[src/rtl/nes_pkg.sv]
// Shared types and constants for the NES controller poller.
package nes_pkg;

    // Frame sequencer states.
    typedef enum logic [2:0] {
        IDLE,
        LATCH,
        LOW,
        HIGH,
        DONE
    } state_t;

    // Bit positions of each button in the 8-bit button word.
    typedef enum logic [2:0] {
        BTN_A,
        BTN_B,
        BTN_SELECT,
        BTN_START,
        BTN_UP,
        BTN_DOWN,
        BTN_LEFT,
        BTN_RIGHT
    } button_t;

    // Encoder output when no button is pressed.
    localparam logic [3:0] NO_BUTTON = 4'hF;

endpackage

[src/rtl/nes_button_encoder.sv]
// Lowest-set-bit encoder: returns the index of the lowest pressed button,
// or NO_BUTTON when the word is empty.
module nes_button_encoder
    import nes_pkg::*;
(
    input  logic [7:0] buttons,
    output logic [3:0] idx
);

    // chain[k] holds the answer when only bits k..7 are considered.
    logic [3:0] chain [0:8];

    assign chain[8] = NO_BUTTON;

    genvar gi;
    generate
        for (gi = int'(BTN_A); gi <= int'(BTN_RIGHT); gi++) begin : g_prio
            assign chain[gi] = buttons[gi] ? 4'(gi) : chain[gi+1];
        end
    endgenerate

    assign idx = chain[0];

endmodule

[src/rtl/nes_poll_ctrl.sv]
// NES pad sequencer: periodic latch/clock generation, serial sampling,
// and registered button word / lowest-button index with a valid strobe.
module nes_poll_ctrl
    import nes_pkg::*;
#(
    parameter int LATCH_CYCLES = 600,
    parameter int HALF_CYCLES  = 300,
    parameter int POLL_CYCLES  = 833333
) (
    input  logic       clk,
    input  logic       reset_n,
    input  logic       enable,
    input  logic       nes_data,
    output logic       nes_latch,
    output logic       nes_clk,
    output logic [7:0] buttons,
    output logic [3:0] button_idx,
    output logic       valid,
    output logic       busy
);

    localparam int PHASE_MAX = (LATCH_CYCLES > HALF_CYCLES) ? LATCH_CYCLES : HALF_CYCLES;
    localparam int POLL_W    = $clog2(POLL_CYCLES);
    localparam int PHASE_W   = $clog2(PHASE_MAX);

    state_t             state_reg;
    state_t             state_next;
    logic [POLL_W-1:0]  poll_cnt_reg;
    logic [PHASE_W-1:0] phase_cnt_reg;
    logic [2:0]         bit_cnt_reg;
    logic [7:0]         shift_reg;
    logic [7:0]         shift_next;
    logic [3:0]         idx_next;
    logic               data_meta_reg;
    logic               data_sync_reg;
    logic               phase_last;
    logic               sample_en;

    // Two-flop synchronizer for the asynchronous pad data line.
    always_ff @(posedge clk or negedge reset_n) begin
        if (!reset_n) begin
            data_meta_reg <= 1'b1;
            data_sync_reg <= 1'b1;
        end else begin
            data_meta_reg <= nes_data;
            data_sync_reg <= data_meta_reg;
        end
    end

    // Free-running frame-start timer, parked at zero while polling is disabled.
    always_ff @(posedge clk or negedge reset_n) begin
        if (!reset_n) begin
            poll_cnt_reg <= '0;
        end else if (!enable || poll_cnt_reg == POLL_W'(POLL_CYCLES - 1)) begin
            poll_cnt_reg <= '0;
        end else begin
            poll_cnt_reg <= poll_cnt_reg + POLL_W'(1);
        end
    end

    // Last cycle of the current timed phase (LATCH uses its own length).
    always_comb begin
        phase_last = 1'b0;
        if (state_reg == LATCH) begin
            phase_last = (phase_cnt_reg == PHASE_W'(LATCH_CYCLES - 1));
        end else begin
            phase_last = (phase_cnt_reg == PHASE_W'(HALF_CYCLES - 1));
        end
    end

    // Next-state logic and sample strobe.
    always_comb begin
        state_next = state_reg;
        sample_en  = 1'b0;
        case (state_reg)
            IDLE:  if (enable && poll_cnt_reg == '0) state_next = LATCH;
            LATCH: if (phase_last) state_next = LOW;
            LOW: begin
                if (phase_last) begin
                    sample_en  = 1'b1;
                    state_next = (bit_cnt_reg == 3'd7) ? DONE : HIGH;
                end
            end
            HIGH:  if (phase_last) state_next = LOW;
            DONE:  state_next = IDLE;
            default: state_next = IDLE;
        endcase
    end

    // Shift register view including the bit captured this cycle, so the
    // final bit is already present when the result is registered.
    always_comb begin
        shift_next = shift_reg;
        if (sample_en) begin
            shift_next[bit_cnt_reg] = ~data_sync_reg;
        end
    end

    nes_button_encoder u_encoder (
        .buttons (shift_next),
        .idx     (idx_next)
    );

    // State register.
    always_ff @(posedge clk or negedge reset_n) begin
        if (!reset_n) state_reg <= IDLE;
        else          state_reg <= state_next;
    end

    // Phase timer restarts on every state change and stays cleared in IDLE.
    always_ff @(posedge clk or negedge reset_n) begin
        if (!reset_n) begin
            phase_cnt_reg <= '0;
        end else if (state_next != state_reg || state_reg == IDLE) begin
            phase_cnt_reg <= '0;
        end else begin
            phase_cnt_reg <= phase_cnt_reg + PHASE_W'(1);
        end
    end

    // Bit index and sampled data.
    always_ff @(posedge clk or negedge reset_n) begin
        if (!reset_n) begin
            bit_cnt_reg <= '0;
            shift_reg   <= '0;
        end else begin
            shift_reg <= shift_next;
            if (state_reg == HIGH && phase_last) begin
                bit_cnt_reg <= bit_cnt_reg + 3'd1;
            end else if (state_reg == DONE) begin
                bit_cnt_reg <= '0;
            end
        end
    end

    // Registered outputs, decoded from the state being entered so they line
    // up with the state itself. nes_clk stays low through DONE so the frame
    // carries only the seven data-advancing rising edges.
    always_ff @(posedge clk or negedge reset_n) begin
        if (!reset_n) begin
            nes_latch  <= 1'b0;
            nes_clk    <= 1'b1;
            busy       <= 1'b0;
            valid      <= 1'b0;
            buttons    <= 8'h00;
            button_idx <= NO_BUTTON;
        end else begin
            nes_latch <= (state_next == LATCH);
            nes_clk   <= !(state_next == LOW || state_next == DONE);
            busy      <= (state_next != IDLE);
            valid     <= (state_next == DONE);
            if (state_next == DONE) begin
                buttons    <= shift_next;
                button_idx <= idx_next;
            end
        end
    end

endmodule

[config.mk]
export PLATFORM = sky130hd
export DESIGN_NAME = nes_poll_ctrl
export DESIGN_NICKNAME = d
export VERILOG_FILES = /design/src/rtl/nes_pkg.sv /design/src/rtl/nes_button_encoder.sv /design/src/rtl/nes_poll_ctrl.sv
export SDC_FILE = /design/constraint.sdc
export NUM_CORES = 1
export LEC_CHECK = 0
export ABC_AREA = 1
export BUFFER_PORTS_ARGS = -buffer_cell sky130_fd_sc_hd__buf_2
export CORE_ASPECT_RATIO = 1.4
export CORE_MARGIN = 10
export CORE_UTILIZATION = 59
export DETAILED_ROUTE_END_ITERATION = 16
export PLACE_DENSITY = 0.78
export SYNTH_ARGS = -nofsm -noshare
export SYNTH_HDL_FRONTEND = slang
export SYNTH_SLANG_ARGS = --single-unit
[constraint.sdc]
create_clock -name clk -period 2.4 [get_ports clk]
set_input_delay 0.48 -clock clk [delete_from_list [all_inputs] [get_ports clk]]
set_output_delay 0.48 -clock clk [all_outputs]
set_load 0.1 [all_outputs]
==> results of run 1 <==
-- metal layers --
metal  routed length [um]  up-vias  global-route usage, %
li1                     -     1301                      -
met1                 2700     1215                   18.5
met2                 3500       48                   27.8
met3                  270       16                   4.01
met4                  177        0                   8.27
met5                    0        -                      0
-- power by group through the flow --
stage | logic, mW | clock network, mW | registers [mW]
after detailed placement | 0.0579 | 0 | 1.08
after global routing | 0.0638 | 0.948 | 1.06
after global placement | 0.0552 | 0 | 1.08
after CTS | 0.0579 | 0.906 | 1.06
final | 0.0558 | 0.886 | 1.06
after floorplan | 0.0200 | 0 | 1.08
-- layout make-up --
class,count,area [um2],area share (%)
multi-input combinational,255,1450,39.8
clock inverter,6,62.6,1.72
sequential,62,1560,42.9
clock buffer,10,128,3.51
tap,66,82.6,2.27
timing repair buffer,23,138,3.78
inverter,59,221,6.09
-- through the flow --
stage               setup slack (ps)  utilization [%]  power [mW]  area [um2]
floorplan                        583                -        1.10        3230
global placement                 466             65.9        1.13        3450
detailed placement               413             65.9        1.13        3450
CTS                              390             69.5        2.02        3640
global route                     251             69.5        2.07        3640
finish                           408             69.5        2.00        3640
-- worst max-delay path by stage --
| stage | start | endpoint | slack (ps) | depth (start not counted) |
|---|---|---|---|---|
| 6_report | phase_cnt_reg[0] | phase_cnt_reg[6] | 410 | 12 |
| 5_1_grt | phase_cnt_reg[0] | button_idx[3] | 250 | 11 |
| 4_1_cts | phase_cnt_reg[0] | phase_cnt_reg[6] | 390 | 12 |
| 3_5_place_dp | phase_cnt_reg[0] | phase_cnt_reg[6] | 410 | 12 |
| 3_3_place_gp | phase_cnt_reg[0] | phase_cnt_reg[0] | 470 | 12 |
| 2_1_floorplan | phase_cnt_reg[0] | phase_cnt_reg[0] | 580 | 12 |
-- cells in the mapped netlist (3+ instances only) --
cell type / instances / area share (%)
inv_2: 9 / 1.0
nand2_2: 8 / 1.5
dfrtp_1: 55 / 43
nor4_1: 4 / 0.77
a21oi_1: 15 / 2.3
a31oi_1: 3 / 0.58
o21ai_2: 4 / 1.1
xnor2_1: 3 / 0.81
nand2_1: 74 / 8.6
nand4_1: 11 / 2.1
inv_1: 50 / 5.8
nor3_1: 10 / 1.5
xor2_1: 3 / 0.81
nand3_1: 25 / 3.9
dfstp_2: 7 / 5.7
o21ai_1: 6 / 0.93
nand2_4: 4 / 1.4
nor2_1: 35 / 4.1
nor3_2: 14 / 4.3
o21ai_0: 15 / 2.3
ha_1: 5 / 1.9
-- cells by family after synthesis --
family	Yosys count	share of synthesized area, %
xor gates and xnor gates	6	1.63
DFF	62	48.3
adders and majority gates	5	1.94
and+or+nand+nor	194	31.6
buffers and inverters	61	7.13
AOI/OAI and AO/OA	50	9.38
-- critical path: cells and delay by family (launching register included) --
kind	cells	cell delay (ps)
and+or+nand+nor	10	880
DFF	1	380
AOI/OAI and AO/OA	1	350
adders and majority gates	1	240
==> out/qor.yml, run 1 <==
synth-edff-count: 0
p_leak_nw: 1.79
cts_max_path_buffers: 2
fmax_mhz: 502
cts-buffers-inserted: 9
nFillCells: 424
firstDrtPassIters: 4
syn_avg_cell_area_um2: 8.54
drtIter0Drc: 165
largest_reg_flops: 20
worst-path-max-fanout: 10
rsz0062_at_grt: "no"
via_count: 2580
period_minus_slack_ps: 1990
synth-seq-area-share_pct: 48.3
worstMarginPinSlew_ps: 554
skew_ps: 7.22
synth_top_flop_cell: "dfrtp_1"
end_kind: "register"
final_cell_count_no_fill: 481
critical-path-slowest-cell: "dfrtp_1"
slew_headroom_pct: 63.1
route.detailed.drc: 0
grt_pass1_wl_um: 11500
irDropWorstVdd_mv: 0.496
final_common_cell: "nand2_1"
row_count: 31
post_cts_buffers: 0
fin_tns_setup_ps: 0
post_cts_resize_count: 0
p_per_area_nw_per_um2: 550
path_clk_slew_ps: 70
grt-ovfl-total: 0
synth-seq-cells: 62
setup_viol: 0
die_y_um: 108
drive_gt1_share_pct: 22.7
start_util_pct: 61.7
gp_congestion: 0.880
dp_hpwl_um: 5030
period_share_pct: 83.0
syn_area_um2: 3230
grt_pass1_vias: 2576
slew_violations: 0
pwr-share-comb_pct: 2.8
synth_cells: 378
crit_arrival_ps: 2210
cts.sinks: 62
via_per_inst: 5.36
p_switching_uw: 454
r2r_slack_ps: 410
antenna_cells: 0
routedWlPerCell_um: 13.8
crit_chain: "ha_1 > nand3_1 > nor2_4 > nand2_4 > nor2_8 > nand2_2 > nand2_2 > nand2_2 > nand2_4 > nand2_4 > o22ai_4 > nor3_2"
path_class: "register to register"
worstReg2RegStart: "phase_cnt_reg[0]"
hold_class: "input port to async pin"
numPortBuffers: 19
htree_levels: 3
syn_to_final_growth_pct: 12.7
cp-start-kind: "register"
core_area_um2: 5240
synthesis.nets: 387
internal_power_mw: 1.55
required_ps: 2620
insertion_delay_ps: 350
cap_violations: 0
hold_viol: 0
dp_cells: 465
clockPowerShare_pct: 44.3
track_usage_pct: 16.4
slowest_delay_ps: 380
r2r-end: "phase_cnt_reg[6]"
nNetsFinal: 419
cts_root_buf: "clkbuf_8"
fp.dieArea_um2: 8870
io_pins: 20
ant_nets: 0
antenna_found_initial: 0
seqPwrFrac_pct: 52.9
rr_worst_depth: 12
hold_buffers: 0
status: "finished, final reports clean"
cts_tree: "yes"
layout_common_cells: "74 x nand2_1, 55 x dfrtp_1, 50 x inv_1"
ys_async_sr_fraction_pct: 100
whs_ps: 112
wirelength_um: 6650
swShare_pct: 22.7
die_x_um: 82.5
ys_warn_count: 0
synthDistinctLibCells: 35
grt_max_degree: 40
No activity file was read; power rests on OpenSTA's default activity.
==> inputs of run 2 (changes only) <==
ABC_AREA = 0   (was 1)
clock period = 2 ns   (was 2.4 ns; I/O delays follow)
==> run 2 against run 1 <==
  * The run now ends with negative setup slack left
  * Global-route usage grew 2.3 points
  * First-iteration DRC count increased by 93%
  * Largest power group unchanged
  * Utilization rose by 8.7 points
  * Highest routed layer unchanged
  * Largest cell class is now multi-input combinational cells
  * Critical path type unchanged
  * Non-clock buffer count grew 43
  * Register-to-register slack lost 500 ps
==> out/qor.yml, run 2 <==
p_per_area_nw_per_um2: 622  # +13%
final_area_um2: 4060  # +12%
slew_headroom_pct: 66.7  # +3.6 points
setup_viol: 10  # +10
crit_family: "simple AND/OR/NAND/NOR gates"
worst_slack_ps: -97.0  # -505 ps
grt_max_degree: 63  # +57%
fmax_mhz: 477  # -5.0%
final_util_pct: 78.1  # +8.7 points
synth-seq-area-share_pct: 49.1  # +0.74 points
ys_warn_count: 0  # unchanged
cts_root_buf: "clkbuf_8"
final_cell_count_no_fill: 467  # -2.9%
slew_violations: 0  # unchanged
power_mw: 2.53  # +26%
insertion_delay_ps: 350  # about the same
synth_top_area_cell: "dfrtp_1"
cap_violations: 0  # unchanged
drive_gt1_share_pct: 31.7  # +9.0 points
placement.cell_area_um2: 3630  # +5.4%
nNetsFinal: 405  # -3.3%
hold_class: "input port to async pin"
via_count: 2765  # +7.2%
start_util_pct: 61.2  # -0.48 points
synthDistinctLibCells: 52  # +49%
yosysMostFrequentCell: "dfrtp_1"
critical-path-slowest-cell: "or3_4"
rr_worst_depth: 6  # -6
die_y_um: 107  # -0.61%
hold_buffers: 0  # unchanged
synth_cells: 332  # -12%
whs_ps: 53.6  # -58.7 ps
dp_cells: 446  # -4.1%
syn_avg_cell_area_um2: 9.58  # +12%
synth-edff-count: 0  # unchanged
via_per_inst: 5.92  # +10%
final_common_cell: "dfrtp_1"
track_usage_pct: 18.7  # +2.3 points
synthesis.nets: 341  # -12%
fin_tns_setup_ps: -515  # -515 ps
nFillCells: 324  # -24%
antenna_found_initial: 0  # unchanged
path_buf_inv: 0  # unchanged
route.detailed.drc: 0  # unchanged
synth_top_flop_cell: "dfrtp_1"
cp-start-kind: "register"
synth-seq-cells: 62  # unchanged
crit_chain: "nand2b_2 > or3_1 > or3_4 > nor2_4 > mux2i_1 > mux2_4"
die_x_um: 82.1  # -0.58%
cts-buffers-inserted: 9  # unchanged
period_minus_slack_ps: 2100  # +105 ps
fp.dieArea_um2: 8770  # -1.2%
layout_common_cells: "55 x dfrtp_1, 51 x nor2_1, 45 x buf_4"
period_share_pct: 105  # +22 points
routedWlPerCell_um: 17.4  # +26%
worstMarginPinSlew_ps: 496  # -58.5 ps
slowest_delay_ps: 450  # +70 ps
grt-ovfl-total: 0  # unchanged
ys_async_sr_fraction_pct: 100  # unchanged
numPortBuffers: 19  # unchanged
ys_top_cells_by_count: "55 x dfrtp_1, 52 x nor2_1, 29 x nand2_1, 17 x inv_1, 16 x xor2_1"
rsz0062_at_grt: "yes"
grt_pass1_vias: 2768  # +7.5%
required_ps: 2290  # -330 ps
cts_tree: "yes"
skew_ps: 7.65  # +0.428 ps
firstDrtPassIters: 4  # unchanged
place_ws_ps: -128  # -540 ps
cts_max_path_buffers: 2  # unchanged
core_area_um2: 5200  # -0.74%
syn_area_um2: 3180  # -1.5%
row_count: 31  # unchanged
crit_arrival_ps: 2390  # +180 ps
wirelength_um: 8130  # +22%
netlist.area_leader.share_pct: 43.3  # +0.65 points
gp_congestion: 0.964  # +9.5%
irDropWorstVdd_mv: 0.521  # +5.0%
dp_hpwl_um: 5390  # +7.2%
cts.sinks: 62  # unchanged
io_pins: 20  # unchanged
violations: "negative setup slack"
path_clk_slew_ps: 70  # about the same
ant_nets: 0  # unchanged
grt_pass1_wl_um: 12900  # +13%
syn_to_final_growth_pct: 27.7
synth_area_leaders: "dfrtp_1 43%, nor2_1 6.1%, dfstp_2 5.8%"
r2r_slack_ps: -100  # -500 ps
worst-path-max-fanout: 4  # -6
htree_levels: 3  # unchanged
status: "complete, but fails checks"
largest_reg_flops: 20  # unchanged
hold_viol: 0  # unchanged
antenna_cells: 0  # unchanged
drtIter0Drc: 318  # +93%
cp.depth: 6  # -6
path_class: "register to register"
end_kind: "register"
p_leak_nw: 1.87  # +4.5%
[run 2: changes by cell type after synthesis, sizes merged, moves of 7 or more]
cell | previous run | this run
nand3 | 28 | 16
o21ai | 25 | 7
mux2i | 0 | 9
nand2 | 86 | 29
or3 | 0 | 7
clkbuf | 1 | 9
nor2 | 40 | 52
mux2 | 0 | 7
inv | 59 | 17
nor4 | 4 | 13
xor2 | 3 | 16
nor3 | 24 | 8
[run 2: path summary, 6_finish.rpt]
kind | start | end
min | reset_n | bit_cnt_reg[0]
max reg2reg | state_reg[0] | buttons[4]
min reg2reg | data_meta_reg | data_sync_reg
max | state_reg[0] | buttons[4]
min in group clk | nes_data | data_meta_reg
max in group asynchronous | reset_n | data_sync_reg
[run 2: what timing repair did]
action                                  in CTS  in global routing
pin swaps                                    4                 13
endpoints found under the setup margin      19                 27
gates resized for setup                     12                 21
hold endpoints to repair                     0                  0
buffers inserted                             1                  5
[run 2: kinds of logic (layout without fill, tap and decap cells)]
family	count (synthesis)	in the layout	synth area share, %
xor gates and xnor gates	23	23	6.33
adders and majority gates	5	5	1.97
and+or+nand+nor	158	158	26.0
AOI/OAI and AO/OA	38	38	7.32
buffers and inverters	30	99	3.85
DFF	62	62	49.1
muxes	16	16	5.43
[run 2: cell type report]
cell class | count | area, um2 | share of cell area (%)
clock buffer | 13 | 179 | 4.41
clock inverter | 3 | 40.0 | 0.986
inverter | 17 | 63.8 | 1.57
multi-input combinational | 240 | 1670 | 41.2
sequential | 62 | 1560 | 38.4
tap | 66 | 82.6 | 2.03
timing repair buffer | 66 | 464 | 11.4
[run 2: layer usage]
metal	GRT usage, %	vias up	wire length, um
met5	0	-	0
met4	8.66	0	284
met3	5.10	30	457
met2	32.1	102	4320
met1	20.7	1342	3070
li1	-	1291	-
[run 2: where the power goes]
group | switching, mW | internal, mW | leakage (nW)
logic | 0.0419 | 0.0182 | 0.950
clock network | 0.486 | 0.707 | 0.115
registers | 0.0105 | 1.26 | 0.809
total | 0.539 | 1.99 | 1.87
==> inputs of run 3 (changes only) <==
CORE_UTILIZATION = 53   (was 59)
PLACE_DENSITY = 0.71   (was 0.78)
==> run 3 against run 2 <==
  * Critical path type unchanged
  * Wire length fell by 9.4%
  * Design area fell by 1.8%
  * The flow still finishes with violations (negative setup slack)
  * Critical path depth fell by 1
==> out/qor.yml, run 3 (synthesis gave the netlist of run 2 again) <==
p_per_area_nw_per_um2: 639  # +2.7%
nFillCells: 457  # +41%
period_minus_slack_ps: 2180  # +85.2 ps
period_share_pct: 109  # +4.3 points
largest_reg_flops: 20  # unchanged
cts_root_buf: "clkbuf_8"
fmax_mhz: 458  # -3.9%
worst_slack_ps: -182  # -85.2 ps
gp_congestion: 0.879  # -8.8%
start_util_pct: 54.2  # -6.9 points
route.detailed.drc: 0  # unchanged
slew_violations: 0  # unchanged
required_ps: 2220  # -70 ps
ant_nets: 0  # unchanged
worst-path-max-fanout: 6  # +2
p_leak_nw: 1.84  # -1.9%
antenna_found_initial: 0  # unchanged
grt-ovfl-total: 0  # unchanged
crit_arrival_ps: 2400  # about the same
syn_to_final_growth_pct: 25.4
cts_tree: "yes"
hold_viol: 0  # unchanged
track_usage_pct: 15.8  # -2.9 points
cap_violations: 0  # unchanged
final_area_um2: 3990  # -1.8%
nNetsFinal: 407  # +0.49%
grt_max_degree: 63  # unchanged
end_kind: "register"
dp_hpwl_um: 5320  # -1.3%
io_pins: 20  # unchanged
die_y_um: 112  # +4.5%
slew_headroom_pct: 67.0  # +0.32 points
irDropWorstVdd_mv: 0.563  # +8.2%
hold_buffers: 0  # unchanged
hold_class: "input port to async pin"
path_class: "register to register"
routedWlPerCell_um: 15.6  # -11%
grt_pass1_wl_um: 12600  # -1.9%
grt_pass1_vias: 2797  # +1.0%
drive_gt1_share_pct: 30.8  # -0.90 points
core_area_um2: 5860  # +13%
multiInputGateArea_um2: 1580  # -5.6%
placement.cell_area_um2: 3660  # +0.76%
cp-start-kind: "register"
violations: "negative setup slack"
cts-buffers-inserted: 9  # unchanged
final_cell_count_no_fill: 473  # +1.3%
cts_max_path_buffers: 2  # unchanged
layout_common_cells: "55 x dfrtp_1, 52 x nor2_1, 48 x buf_4"
via_per_inst: 5.58  # -5.8%
row_count: 33  # +6.5%
fp.dieArea_um2: 9540  # +8.8%
rsz0062_at_grt: "yes"
die_x_um: 85.5  # +4.2%
drtIter0Drc: 196  # -38%
status: "complete, but fails checks"
place_ws_ps: -189  # -61.8 ps
setup_viol: 12  # +2
cts.sinks: 62  # unchanged
dp_cells: 453  # +1.6%
via_count: 2639  # -4.6%
numPortBuffers: 19  # unchanged
path_clk_slew_ps: 70  # about the same
regArea_um2: 1560  # unchanged
firstDrtPassIters: 5  # +1
final_common_cell: "dfrtp_1"
skew_ps: 11.6  # +3.90 ps
insertion_delay_ps: 340  # about the same
worstMarginPinSlew_ps: 498  # +2.41 ps
htree_levels: 3  # unchanged
wirelength_um: 7370  # -9.4%
antenna_cells: 0  # unchanged
## run 3: final timing paths
path,from,endpoint,slack (ps),cells after the start
max in group asynchronous,reset_n,button_idx[2],1610,2
min in group clk,nes_data,data_meta_reg,150,1
worst max-delay path,phase_cnt_reg[3],buttons[5],-180,5
worst min-delay path,reset_n,valid,40,2
worst max register to register,phase_cnt_reg[3],buttons[5],-180,5
worst min register to register,data_meta_reg,data_sync_reg,360,0
## run 3: power breakdown
group	total, mW	internal, mW	leakage [nW]	switching [mW]
Combinational	0.0587	0.0169	0.920	0.0418
Clock	1.22	0.705	0.109	0.513
Sequential	1.27	1.26	0.809	0.00963
Total	2.55	1.98	1.84	0.564
## run 3: final cells by class
cell class	count	share of cell area, %
clock inverters	7	2.48
inverters	17	1.60
multi-input cells	240	39.6
well taps	70	2.20
flip-flops and latches	62	39.1
repair buffers	68	11.9
clock buffers	9	3.11
## run 3: worst max-delay path, stage by stage, from the launching register on
cell and delay [ps]:
dfrtp_1 410, and2_4 190, or4_4 570, nor4_4 310, mux2_4 340, mux2_4 250
## run 3: per-stage QoR
step                      hold slack, ps  power, mW  setup TNS, ps  utilization [%]
final                               40.2       2.55          -1130             68.0
after global routing                76.9       2.62          -2230             68.0
after CTS                           63.9       2.57           -999             66.8
after detailed placement             348       1.36          -1070             62.4
after global placement               346       1.35           -682             62.4
after floorplan                      104       1.32           -617                -
## run 3: what timing repair did
| action | CTS | global route |
|---|---|---|
| gates resized for setup | 6 | 12 |
| setup endpoints to repair | 11 | 27 |
| buffers inserted | 1 | 4 |
| pin swaps | 1 | 3 |
## run 3: layer usage
layer / part of all wire (%) / wire, um / vias to the layer above / global-route usage [%]
li1: - / - / 1282 / -
met5: 0 / 0 / - / 0
met3: 4.1 / 303 / 24 / 3.79
met4: 3.5 / 255 / 0 / 8.81
met1: 41 / 2990 / 1253 / 17.0
met2: 52 / 3810 / 80 / 27.5
